<file path="config.mk">
export PLATFORM = sky130hd
export DESIGN_NAME = uart_frame_rx_param_flat
export DESIGN_NICKNAME = d
export VERILOG_FILES = /design/src/rtl/uart_frame_rx_param_if.sv /design/src/rtl/uart_frame_rx_param.sv /design/src/flat_wrapper.sv
export SDC_FILE = /design/constraint.sdc
export NUM_CORES = 1
export LEC_CHECK = 0
export ABC_AREA = 1
export CAP_MARGIN = 0
export CORE_UTILIZATION = 25
export DETAILED_ROUTE_END_ITERATION = 12
export PLACE_DENSITY_LB_ADDON = 0.2
export SLEW_MARGIN = 20
export SYNTH_ARGS = -nofsm -noshare
export SYNTH_HDL_FRONTEND = slang
export SYNTH_SLANG_ARGS = --single-unit
</file>
<file path="constraint.sdc">
create_clock -name clk -period 2.6 [get_ports clk]
set_input_delay 0.26 -clock clk [delete_from_list [all_inputs] [get_ports clk]]
set_output_delay 0.26 -clock clk [all_outputs]
set_load 0.02 [all_outputs]
</file>
<file path="src/rtl/uart_frame_rx_param_if.sv">
// Serial receiver bundle for uart_frame_rx_param.
//   signal        : synchronised serial line into the receiver, idle high
//   data          : data word of the last completed frame
//   valid         : one-cycle pulse, good frame with correct parity
//   error         : one-cycle pulse, good frame with parity mismatch
//   busy          : receiver is inside a frame
//   frame_err     : (UART_FRAME_ERR_EN only) one-cycle pulse on a bad stop bit
//   frame_err_cnt : (UART_FRAME_ERR_EN only) saturating count of frame_err
// Modports: master = receiver side, slave = frame consumer side.
// DATA_BITS must match the receiver instance it is connected to.
interface uart_frame_rx_param_if #(
  parameter int DATA_BITS = 8
);
  logic                 signal;
  logic [DATA_BITS-1:0] data;
  logic                 valid;
  logic                 error;
  logic                 busy;
`ifdef UART_FRAME_ERR_EN
  logic                 frame_err;
  logic [7:0]           frame_err_cnt;

  modport master (
    input  signal,
    output data, valid, error, busy, frame_err, frame_err_cnt
  );
  modport slave (
    output signal,
    input  data, valid, error, busy, frame_err, frame_err_cnt
  );
`else
  modport master (
    input  signal,
    output data, valid, error, busy
  );
  modport slave (
    output signal,
    input  data, valid, error, busy
  );
`endif
endinterface

</file>
<file path="src/rtl/uart_frame_rx_param.sv">
// Parametrised serial-frame receiver/checker. One line sample per clk,
// start bit, DATA_BITS data bits LSB first, optional parity, STOP_BITS stop
// bits. Good frames are reported with a one-cycle valid or error pulse.
//
// Ports:
//   clk   : clock, all logic on posedge
//   reset : synchronous, active-high reset
//   rx    : uart_frame_rx_param_if.master (signal in; data/valid/error/busy out)
//
// Parameters: DATA_BITS (1..16), PARITY_MODE (0 none, 1 odd, 2 even; 3 acts
// as none), STOP_BITS (1 or 2).
//
// Optional feature macro UART_FRAME_ERR_EN: adds frame_err (pulse on a stop
// bit sampled low) and frame_err_cnt (8-bit saturating count of those pulses).
//
// state | meaning
// BREAK | line low / after framing error, wait for a high sample
// IDLE  | line idle high, waiting for a start bit
// START | start bit seen, this sample is data bit 0
// DATA  | shifting in data bits 1..DATA_BITS-1
// PAR   | this sample is the parity bit
// STOP1 | this sample is the first stop bit
// STOP2 | this sample is the second stop bit
// DONE  | frame reported; this sample is already the next line bit
module uart_frame_rx_param #(
  parameter int DATA_BITS   = 8,
  parameter int PARITY_MODE = 1,
  parameter int STOP_BITS   = 1
) (
  input logic                   clk,
  input logic                   reset,
  uart_frame_rx_param_if.master rx
);

  localparam int CW = $clog2(DATA_BITS + 1);
  localparam int PM = (PARITY_MODE == 1 || PARITY_MODE == 2) ? PARITY_MODE : 0;
  localparam logic [CW-1:0] LAST_IDX = CW'(DATA_BITS - 1);

  typedef enum logic [2:0] {
    ST_BREAK, ST_IDLE, ST_START, ST_DATA, ST_PAR, ST_STOP1, ST_STOP2, ST_DONE
  } state_t;

  localparam state_t AFTER_DATA  = (PM == 0) ? ST_STOP1 : ST_PAR;
  localparam state_t AFTER_STOP1 = (STOP_BITS == 2) ? ST_STOP2 : ST_DONE;

  state_t               state_q, state_d;
  logic [CW-1:0]        cnt_q, cnt_d;
  logic                 acc_q, acc_d;
  logic [DATA_BITS-1:0] shift_q, shift_d;
  logic                 par_ok_q, par_ok_d;
  logic [DATA_BITS-1:0] data_q, data_d;
  logic                 valid_q, valid_d;
  logic                 error_q, error_d;
  logic                 busy_q, busy_d;
`ifdef UART_FRAME_ERR_EN
  logic                 frame_err_q, frame_err_d;
  logic [7:0]           frame_err_cnt_q, frame_err_cnt_d;
`endif

  logic sig;
  assign sig = rx.signal;

  always_comb begin
    state_d  = state_q;
    cnt_d    = cnt_q;
    acc_d    = acc_q;
    shift_d  = shift_q;
    par_ok_d = par_ok_q;
    data_d   = data_q;

    case (state_q)
      ST_BREAK: if (sig) state_d = ST_IDLE;
      ST_IDLE:  if (!sig) state_d = ST_START;
      ST_START: begin
        // Right shift with the new bit at the MSB: after DATA_BITS samples
        // the first (LSB) bit has walked down to bit 0.
        shift_d                = shift_q >> 1;
        shift_d[DATA_BITS-1]   = sig;
        acc_d                  = sig;
        cnt_d                  = CW'(1);
        par_ok_d               = 1'b1;
        state_d                = (DATA_BITS == 1) ? AFTER_DATA : ST_DATA;
      end
      ST_DATA: begin
        shift_d              = shift_q >> 1;
        shift_d[DATA_BITS-1] = sig;
        acc_d                = acc_q ^ sig;
        cnt_d                = cnt_q + CW'(1);
        if (cnt_q == LAST_IDX) state_d = AFTER_DATA;
      end
      ST_PAR: begin
        par_ok_d = (PM == 1) ? (acc_q ^ sig) : ~(acc_q ^ sig);
        state_d  = ST_STOP1;
      end
      ST_STOP1: state_d = sig ? AFTER_STOP1 : ST_BREAK;
      ST_STOP2: state_d = sig ? ST_DONE : ST_BREAK;
      // The DONE sample belongs to the next frame, so a low here is a start bit.
      ST_DONE:  state_d = sig ? ST_IDLE : ST_START;
      default:  state_d = ST_BREAK;
    endcase

    if (state_d == ST_DONE) data_d = shift_q;

    valid_d = (state_d == ST_DONE) & par_ok_d;
    error_d = (state_d == ST_DONE) & ~par_ok_d;
    busy_d  = (state_d == ST_START) || (state_d == ST_DATA) || (state_d == ST_PAR) ||
              (state_d == ST_STOP1) || (state_d == ST_STOP2);
  end

`ifdef UART_FRAME_ERR_EN
  always_comb begin
    frame_err_d     = ((state_q == ST_STOP1) || (state_q == ST_STOP2)) & ~sig;
    frame_err_cnt_d = frame_err_cnt_q;
    if (frame_err_d && frame_err_cnt_q != 8'hFF) frame_err_cnt_d = frame_err_cnt_q + 8'd1;
  end
`endif

  always_ff @(posedge clk) begin
    if (reset) begin
      state_q  <= ST_BREAK;
      cnt_q    <= '0;
      acc_q    <= 1'b0;
      shift_q  <= '0;
      par_ok_q <= 1'b1;
      data_q   <= '0;
      valid_q  <= 1'b0;
      error_q  <= 1'b0;
      busy_q   <= 1'b0;
`ifdef UART_FRAME_ERR_EN
      frame_err_q     <= 1'b0;
      frame_err_cnt_q <= 8'd0;
`endif
    end else begin
      state_q  <= state_d;
      cnt_q    <= cnt_d;
      acc_q    <= acc_d;
      shift_q  <= shift_d;
      par_ok_q <= par_ok_d;
      data_q   <= data_d;
      valid_q  <= valid_d;
      error_q  <= error_d;
      busy_q   <= busy_d;
`ifdef UART_FRAME_ERR_EN
      frame_err_q     <= frame_err_d;
      frame_err_cnt_q <= frame_err_cnt_d;
`endif
    end
  end

  assign rx.data  = data_q;
  assign rx.valid = valid_q;
  assign rx.error = error_q;
  assign rx.busy  = busy_q;
`ifdef UART_FRAME_ERR_EN
  assign rx.frame_err     = frame_err_q;
  assign rx.frame_err_cnt = frame_err_cnt_q;
`endif

endmodule

</file>
<file path="src/flat_wrapper.sv">
// flat-port wrapper written by rule: the top's interface ports become plain ports
module uart_frame_rx_param_flat 
#(
  parameter int DATA_BITS   = 8,
  parameter int PARITY_MODE = 1,
  parameter int STOP_BITS   = 1
)
  (clk, reset, rx_signal, rx_data, rx_valid, rx_error, rx_busy);
  uart_frame_rx_param_if #(.DATA_BITS(DATA_BITS)) rx_i ();
  input logic clk;
  input logic reset;
  input wire logic [$bits(rx_i.signal)-1:0] rx_signal;
  output wire logic [$bits(rx_i.data)-1:0] rx_data;
  output wire logic [$bits(rx_i.valid)-1:0] rx_valid;
  output wire logic [$bits(rx_i.error)-1:0] rx_error;
  output wire logic [$bits(rx_i.busy)-1:0] rx_busy;
  assign rx_i.signal = rx_signal;
  assign rx_data = rx_i.data;
  assign rx_valid = rx_i.valid;
  assign rx_error = rx_i.error;
  assign rx_busy = rx_i.busy;
  uart_frame_rx_param #(.DATA_BITS(DATA_BITS), .PARITY_MODE(PARITY_MODE), .STOP_BITS(STOP_BITS)) u_core (.clk(clk), .reset(reset), .rx(rx_i));
endmodule
</file>
Word-level counts from Yosys, hierarchy flattened. Index checks and enable logic that the tools add are counted.

Register bits: 28. Bits in latches: 0. RAM bits: 0. ROM bits: 0. Bits of input ports: 3. Output and inout port bits: 11. Word-level logic and storage cells: 45. Memories: 0.

$add $sub $neg: 1. Multipliers: 0. Divide/modulo/power cells: 0. Magnitude comparators: 0. Equality and inequality tests: 14. Shift operators: 0. Multiplexer cells: 9. Bitwise operators: 4. Reduce and logical (&&, ||, !) cells: 8.

Operators with widths (number): 3-bit equality test, second input constant (8); 3-bit case mux with 7 select lines (1); 3-bit by 2-bit equality test with 1-bit output, second input constant (4); 3-bit 2-to-1 mux (4); 4-bit case mux with 2 select lines (1); 4-bit by 1-bit adder with 4-bit output, second input constant (1); 4-bit by 3-bit equality test with 1-bit output, second input constant (1); 1-bit logical OR (4); 1-bit case mux with 2 select lines (2); 2-bit OR reduction (2); 3-bit by 1-bit equality test with 1-bit output, second input constant (1); 3-bit logical NOT (1); 1-bit bitwise AND (2); 2-bit 2-to-1 mux (1); 2-bit nonzero test (1); 1-bit inverter (1); 1-bit bitwise XOR (1).

Longest topological paths before layout. Gate-level depths: netlist of the first run.

Word-level depth: 8. Gate-level depth with buffers: 8. Mapped depth without buffers: 8.

Least setup slack after synthesis of the first run. No wires, ideal clock.

Path type: reg-to-reg. From: register u_core.state_q[2]. To: register u_core.state_q[1]. Setup time: 109 ps. Arrival: 911 ps. Data required time: 2491 ps. Path slack: 1580 ps. Cell stages (with the launch flop): 8. Buffers on the path: 1. Clock period less this slack: 1020 ps. Path through: dfxtp_1 -> nand2_1 -> clkinv_1 -> nand3_4 -> buf_6 -> nand3_1 -> nand2_1 -> inv_1.

Longest elaborated chain between the ends: 3. Elaborated cells on any way between the ends: 10. Classes of those cells: 7 x eq/ne; 1 x mux; 2 x reduce/logical.

Ends and longest elaborated chain: start, declared (RTL line uart_frame_rx_param.sv:46) `state_t state_q, state_d;`; start signal, assigned (RTL line uart_frame_rx_param.sv:134) `state_q <= state_d;`; 3-bit equality test (RTL line uart_frame_rx_param.sv:71) `case (state_q)`; 2-bit OR reduction (no line); 3-bit case mux with 7 select lines * (RTL line uart_frame_rx_param.sv:71).

Every way passes the cells marked *; elsewhere a longest branch is shown, timed or not. A chain may end at the register's enable or synchronous reset.

Worst setup path after layout of the first run.
From: register u_core.data_q[7], in the netlist u_core.rx.data[7]. To: output port rx_data[7].

RTL lines: start, declared (RTL line uart_frame_rx_param.sv:51) `logic [DATA_BITS-1:0] data_q, data_d;`; start signal, assigned (RTL line uart_frame_rx_param.sv:139) `data_q <= data_d;`; end, declared (RTL line flat_wrapper.sv:13) `output wire logic [$bits(rx_i.data)-1:0] rx_data;`.

No word-level cell between the ends.

==> metrics.yaml, run 1 <==
sta:
  finalCritPeriodShare_pct: 56.7
  setup_tns_ns: 0
  setup_viol_count_final: 0
  finalClockSkew_ns: 0.00591
  rsz0062_at_grt: "no"
  maxSlewViolCount: 0
  setup_slack_ns: 1.13
  max_freq_ghz: 0.678
  max_slew.worst_pin.slew_ns: 0.643
  slew_headroom_pct: 57.1
  post-route-min-period_ns: 1.47
  final_hold_viol_count: 0
synthesis:
  ys_seq_area_share_pct: 47.4
  synth_nets: 174
  synth.avg_cell_area_sq_um: 6.96
  synth_top_area_share_pct: 47.4
  netlist_instances: 170
  synthTopCellsByArea: "dfxtp_1, nand2_1, nor2_1"
  synthDistinctLibCells: 17
  yosys.area.top_type: "dfxtp_1"
  synthesis.area_sq_um: 1180
  yosys_warnings: 0
  synth_seq_cells: 28
finish:
  drive_above_1_share_pct: 3.31
  final_cell_mix: "nand2_1, nor2_1, dfxtp_1"
  fill_cells: 494
  nets: 187
  fin_area_sq_um: 1370
  area_growth_pct: 16.0
  diodes: 0
global_routing:
  grt_pass1_vias: 918
  overflow: 0
  grt_max_degree: 24
  grt_pass1_wl_mm: 4.06
  grt_util_all_layers_pct: 10.4
  grt_antenna_before_repair: 0
critical_path:
  slowest_delay_ns: 0.60
  endpoint_kind: "primary output"
  path_cells: "clkdlybuf4s50_1"
  r2r_start: "u_core.state_q[2]"
  cp.required_ns: 2.34
  crit_arrival_ns: 1.21
  path_buf_inv: 1
  critPathMaxFanout: 2
  cp-startpoint: "u_core.rx.data[7]"
  crit_family: "buffers and inverters"
  worst-setup-path-type: "register to primary output"
  cp-start-kind: "register"
  cpMaxStageDelayCell: "clkdlybuf4s50_1"
placement:
  numPortBuffers: 13
  hpwl_mm: 1.53
  place_congestion: 0.780
  pre_cts_ws_ns: 0.887
  place_area_sq_um: 1330
hold_path:
  hp-class: "register to register"
  hold_path.startpoint: "u_core.acc_q"
pwr:
  clkPwrFrac_pct: 26.5
  peakVddDrop_mv: 0.196
  p_leak_uw: 0.000631
  seq_power_share_pct: 55.2
  p_switching_uw: 258
  power.share.switching_pct: 29.1
  power_uw: 888
  combPwrFrac_pct: 18.3
  powerDensity_nw_per_um2: 647
  internal_power_uw: 629
clock_network:
  cts_resized: 0
  cts-root-buf: "clkbuf_8"
  cts_buffers: 3
  cts_hold_buf: 0
  cts_max_level: 1
  numClockSinks: 28
  cts_tree: "yes"
  cts_buffer_depth: 2
  insertion_delay_ns: 0.27
  clk_pin_slew_worst_paths_ns: 0.09
  cts_setup_buffers: 0
outcome:
  status: "completed"
floorplan:
  die_x_microns: 70.8
  start_util_pct: 26.6
  fp.dieH_microns: 70.8
  num_rows: 24
  io-pin-count: 14
  coreArea_sq_um: 4440
  die_area_sq_um: 5010
drt:
  drtPass1Iterations: 6
  wirelength_mm: 2.25
  routedWlPerCell_microns: 9.67
  drt_iter0_markers: 88
  avgViaCountPerCell: 4.19
  ant_nets: 0
  vias: 977
  drc_errors: 0
flow_run:
  maxCapViolCount: 0
==> sequential cells by signal (all words and copies together) (netlist names) <==
register / cells
u_core.shift_q: 8
u_core.acc_q: 1
u_core.rx.error: 1
u_core.rx.busy: 1
u_core.cnt_q: 4
u_core.rx.valid: 1
u_core.par_ok_q: 1
u_core.rx.data: 8
u_core.state_q: 3
==> cell families after synthesis <==
family / synth area share (%)
and+or+nand+nor: 32.8
DFF: 47.4
buffers and inverters: 10.4
AOI/OAI and AO/OA: 8.46
adders and majority gates: 1.06
==> cell usage after synthesis (all sizes together) <==
cell    number
clkinv       1
nand3        8
nand4        1
nor2        43
a21oi       10
ha           1
inv         19
buf          3
clkbuf       2
nand2       44
o21ai       10
dfxtp       28
==> routing by layer <==
layer	up-vias	routed length (microns)	global-route usage, %
met5	-	0	0
met4	0	55	5.33
met3	5	47	2.14
met2	12	1000	17.0
met1	418	1150	12.9
li1	542	-	-
==> worst paths after layout <==
check,end,cells after the start,slack (ns)
worst min-delay path,u_core.acc_q,2,0.49
worst min register to register,u_core.acc_q,2,0.49
worst max register to register,u_core.state_q[1],7,1.15
worst max-delay path,rx_data[7],1,1.13
==> power groups by stage <==
stage          Clock (uW)  Combinational [uW]  Sequential, uW
3_5_place_dp            0                 165             500
6_report              235                 163             490
3_3_place_gp            0                 166             501
5_1_grt               259                 189             496
2_1_floorplan           0                 118             506
4_1_cts               243                 166             490
==> area by class of cell <==
class / instances / area, sq um / area share (%)
Sequential cell: 28 / 561 / 40.8
Multi-Input combinational cell: 117 / 500 / 36.5
Timing Repair Buffer: 13 / 130 / 9.48
Inverter: 20 / 75.1 / 5.47
Tap cell: 52 / 65.1 / 4.74
Clock buffer: 3 / 41.3 / 3.01
==> stage by stage <==
stage	std cells	util, %	hold slack [ns]
3_5_place_dp	230	30.0	0.472
3_3_place_gp	230	30.0	0.463
2_1_floorplan	170	-	0.329
6_report	233	30.9	0.488
5_1_grt	233	30.9	0.520
4_1_cts	233	30.9	0.486
(Power assumes the default switching activity.)
==> run 2: changes to the inputs <==
clock period = 1.4 ns   (was 2.6 ns; I/O delays follow)
==> run 2 against run 1 <==
- sequential share of layout area is 2.2 points lower
- worst setup slack worse by 1.1 ns
- via count increased by 2.9%
- register-to-register slack worse by 0.91 ns
- clock power rose by 120%
- total power up 96%
- critical endpoint is now rx_data[2]
- largest cell class unchanged
- largest power group unchanged
==> metrics.yaml, run 2 (same netlist as run 1, synthesis figures left out) <==
drt:
  ant_nets: 0  # unchanged
  routedWlPerCell_microns: 9.71  # was 9.67 microns
  drt_iter0_markers: 75  # was 88
  wirelength_mm: 2.34  # was 2.25 mm
  drc_errors: 0  # unchanged
  vias: 1005  # was 977
  avgViaCountPerCell: 4.17  # was 4.19
  drtPass1Iterations: 6  # unchanged
placement:
  hpwl_mm: 1.71  # was 1.53 mm
  numPortBuffers: 13  # unchanged
  place_congestion: 0.726  # was 0.780
  pre_cts_ws_ns: 0.0370  # was 0.887 ns
sta:
  slew_headroom_pct: 77.9  # was 57.1%
  max_freq_ghz: 0.738
  rsz0062_at_grt: "no"  # unchanged
  finalClockSkew_ns: 0.00666  # was 0.00591 ns
  maxSlewViolCount: 0  # unchanged
  setup_tns_ns: 0  # unchanged
  setup_viol_count_final: 0  # unchanged
  max_slew.worst_pin.slew_ns: 0.331  # was 0.643 ns
  final_hold_viol_count: 0  # unchanged
  post-route-min-period_ns: 1.36
  holdWs_ns: 0.485  # was 0.488 ns
  finalCritPeriodShare_pct: 96.8
  setup_slack_ns: 0.0448  # was 1.13 ns
flow_run:
  maxCapViolCount: 0  # unchanged
finish:
  nets: 194  # was 187
  final_cell_mix: "nand2_1, nor2_1, dfxtp_1"  # unchanged
  diodes: 0  # unchanged
  area_growth_pct: 22.4  # was 16.0%
  drive_above_1_share_pct: 7.41  # was 3.31%
critical_path:
  cpMaxStageDelayCell: "clkdlybuf4s50_1"  # unchanged
  path_cells: "clkdlybuf4s50_1"  # unchanged
  crit_family: "buffers and inverters"  # unchanged
  crit_arrival_ns: 1.22  # was 1.21 ns
  endpoint_kind: "primary output"  # unchanged
  slowest_delay_ns: 0.60  # about the same
  path_buf_inv: 1  # unchanged
  cp.required_ns: 1.26  # was 2.34 ns
  cp-start-kind: "register"  # unchanged
  worst-setup-path-type: "register to primary output"  # unchanged
  critPathMaxFanout: 2  # unchanged
global_routing:
  overflow: 0  # unchanged
  grt_antenna_before_repair: 0  # unchanged
  grt_max_degree: 18  # was 24
  grt_pass1_wl_mm: 4.05  # was 4.06 mm
  grt_pass1_vias: 893  # was 918
  grt_util_all_layers_pct: 10.6  # was 10.4%
clock_network:
  cts_max_level: 1  # unchanged
  clk_pin_slew_worst_paths_ns: 0.10  # was 0.09 ns
  insertion_delay_ns: 0.28  # was 0.27 ns
  numClockSinks: 28  # unchanged
  cts_tree: "yes"  # unchanged
  cts_buffer_depth: 2  # unchanged
  cts_setup_buffers: 0  # unchanged
  cts_hold_buf: 0  # unchanged
  cts-root-buf: "clkbuf_8"  # unchanged
  cts_buffers: 3  # unchanged
floorplan:
  coreArea_sq_um: 4440  # unchanged
  num_rows: 24  # unchanged
  die_area_sq_um: 5010  # unchanged
  fp.dieH_microns: 70.8  # unchanged
  start_util_pct: 26.6  # unchanged
  die_x_microns: 70.8  # unchanged
  io-pin-count: 14  # unchanged
pwr:
  peakVddDrop_mv: 0.379  # was 0.196 mV
  powerDensity_nw_per_um2: 1200  # was 647 nW/um^2
  p_leak_uw: 0.000743  # was 0.000631 uW
  power_uw: 1740  # was 888 uW
outcome:
  status: "completed"  # unchanged
hold_path:
  hp-class: "register to register"  # unchanged
-- run 2: cell types whose count changed in the layout (fill, tap and decap cells not counted), sizes merged --
cell,before,now
dlymetal6s2s,0,4
buf,0,7
clkbuf,3,4
clkdlybuf4s50,13,9
-- run 2: area by class of cell --
cell class              instances  area (sq um)
clock buffers                   4          55.1
repair buffers                 20           193
fillers                       482          3000
inverters                      20          75.1
flip-flops and latches         28           561
multi-input cells             117           500
well taps                      52          65.1
-- run 2: routing by layer --
| metal | wire length, microns | GRT usage, % | up-vias |
|---|---|---|---|
| li1 | - | - | 558 |
| met1 | 1250 | 14.1 | 423 |
| met2 | 938 | 15.6 | 19 |
| met3 | 76 | 1.71 | 5 |
| met4 | 71 | 7.33 | 0 |
| met5 | 0 | 0 | - |
-- run 2: per-stage QoR --
stage | util, % | area [sq um] | instances
floorplan | - | 1180 | 170
global placement | 31.1 | 1380 | 237
detailed placement | 31.1 | 1380 | 237
CTS | 32.4 | 1440 | 241
global route | 32.6 | 1450 | 241
finish | 32.6 | 1450 | 241
-- run 2: timing repair --
action / 4_1_cts / 5_1_grt
hold endpoints to repair: 0 / 0
resized for setup: 0 / 4
endpoints found under the setup margin: 0 / 4
-- run 2: final timing paths --
check	from	endpoint	slack, ns	cells after the start
worst max-delay path	u_core.rx.data[2]	rx_data[2]	0.04	1
worst min-delay path	u_core.cnt_q[1]	u_core.cnt_q[1]	0.48	2
worst max register to register	u_core.state_q[1]	u_core.acc_q	0.24	5
worst min register to register	u_core.cnt_q[1]	u_core.cnt_q[1]	0.48	2
-- run 2: tightest hold or removal path: stages (launching register included) --
cell and delay, ns:
dfxtp_1 0.33, nand2_1 0.06, a21oi_1 0.05
-- run 2: where the power goes --
group          internal [uW]  total (uW)  leakage (uW)  switching, uW
Clock                    252         507     0.0000288            255
Combinational            129         325      0.000487            197
Sequential               864         910      0.000228           45.6
Total                   1250        1740      0.000743            497
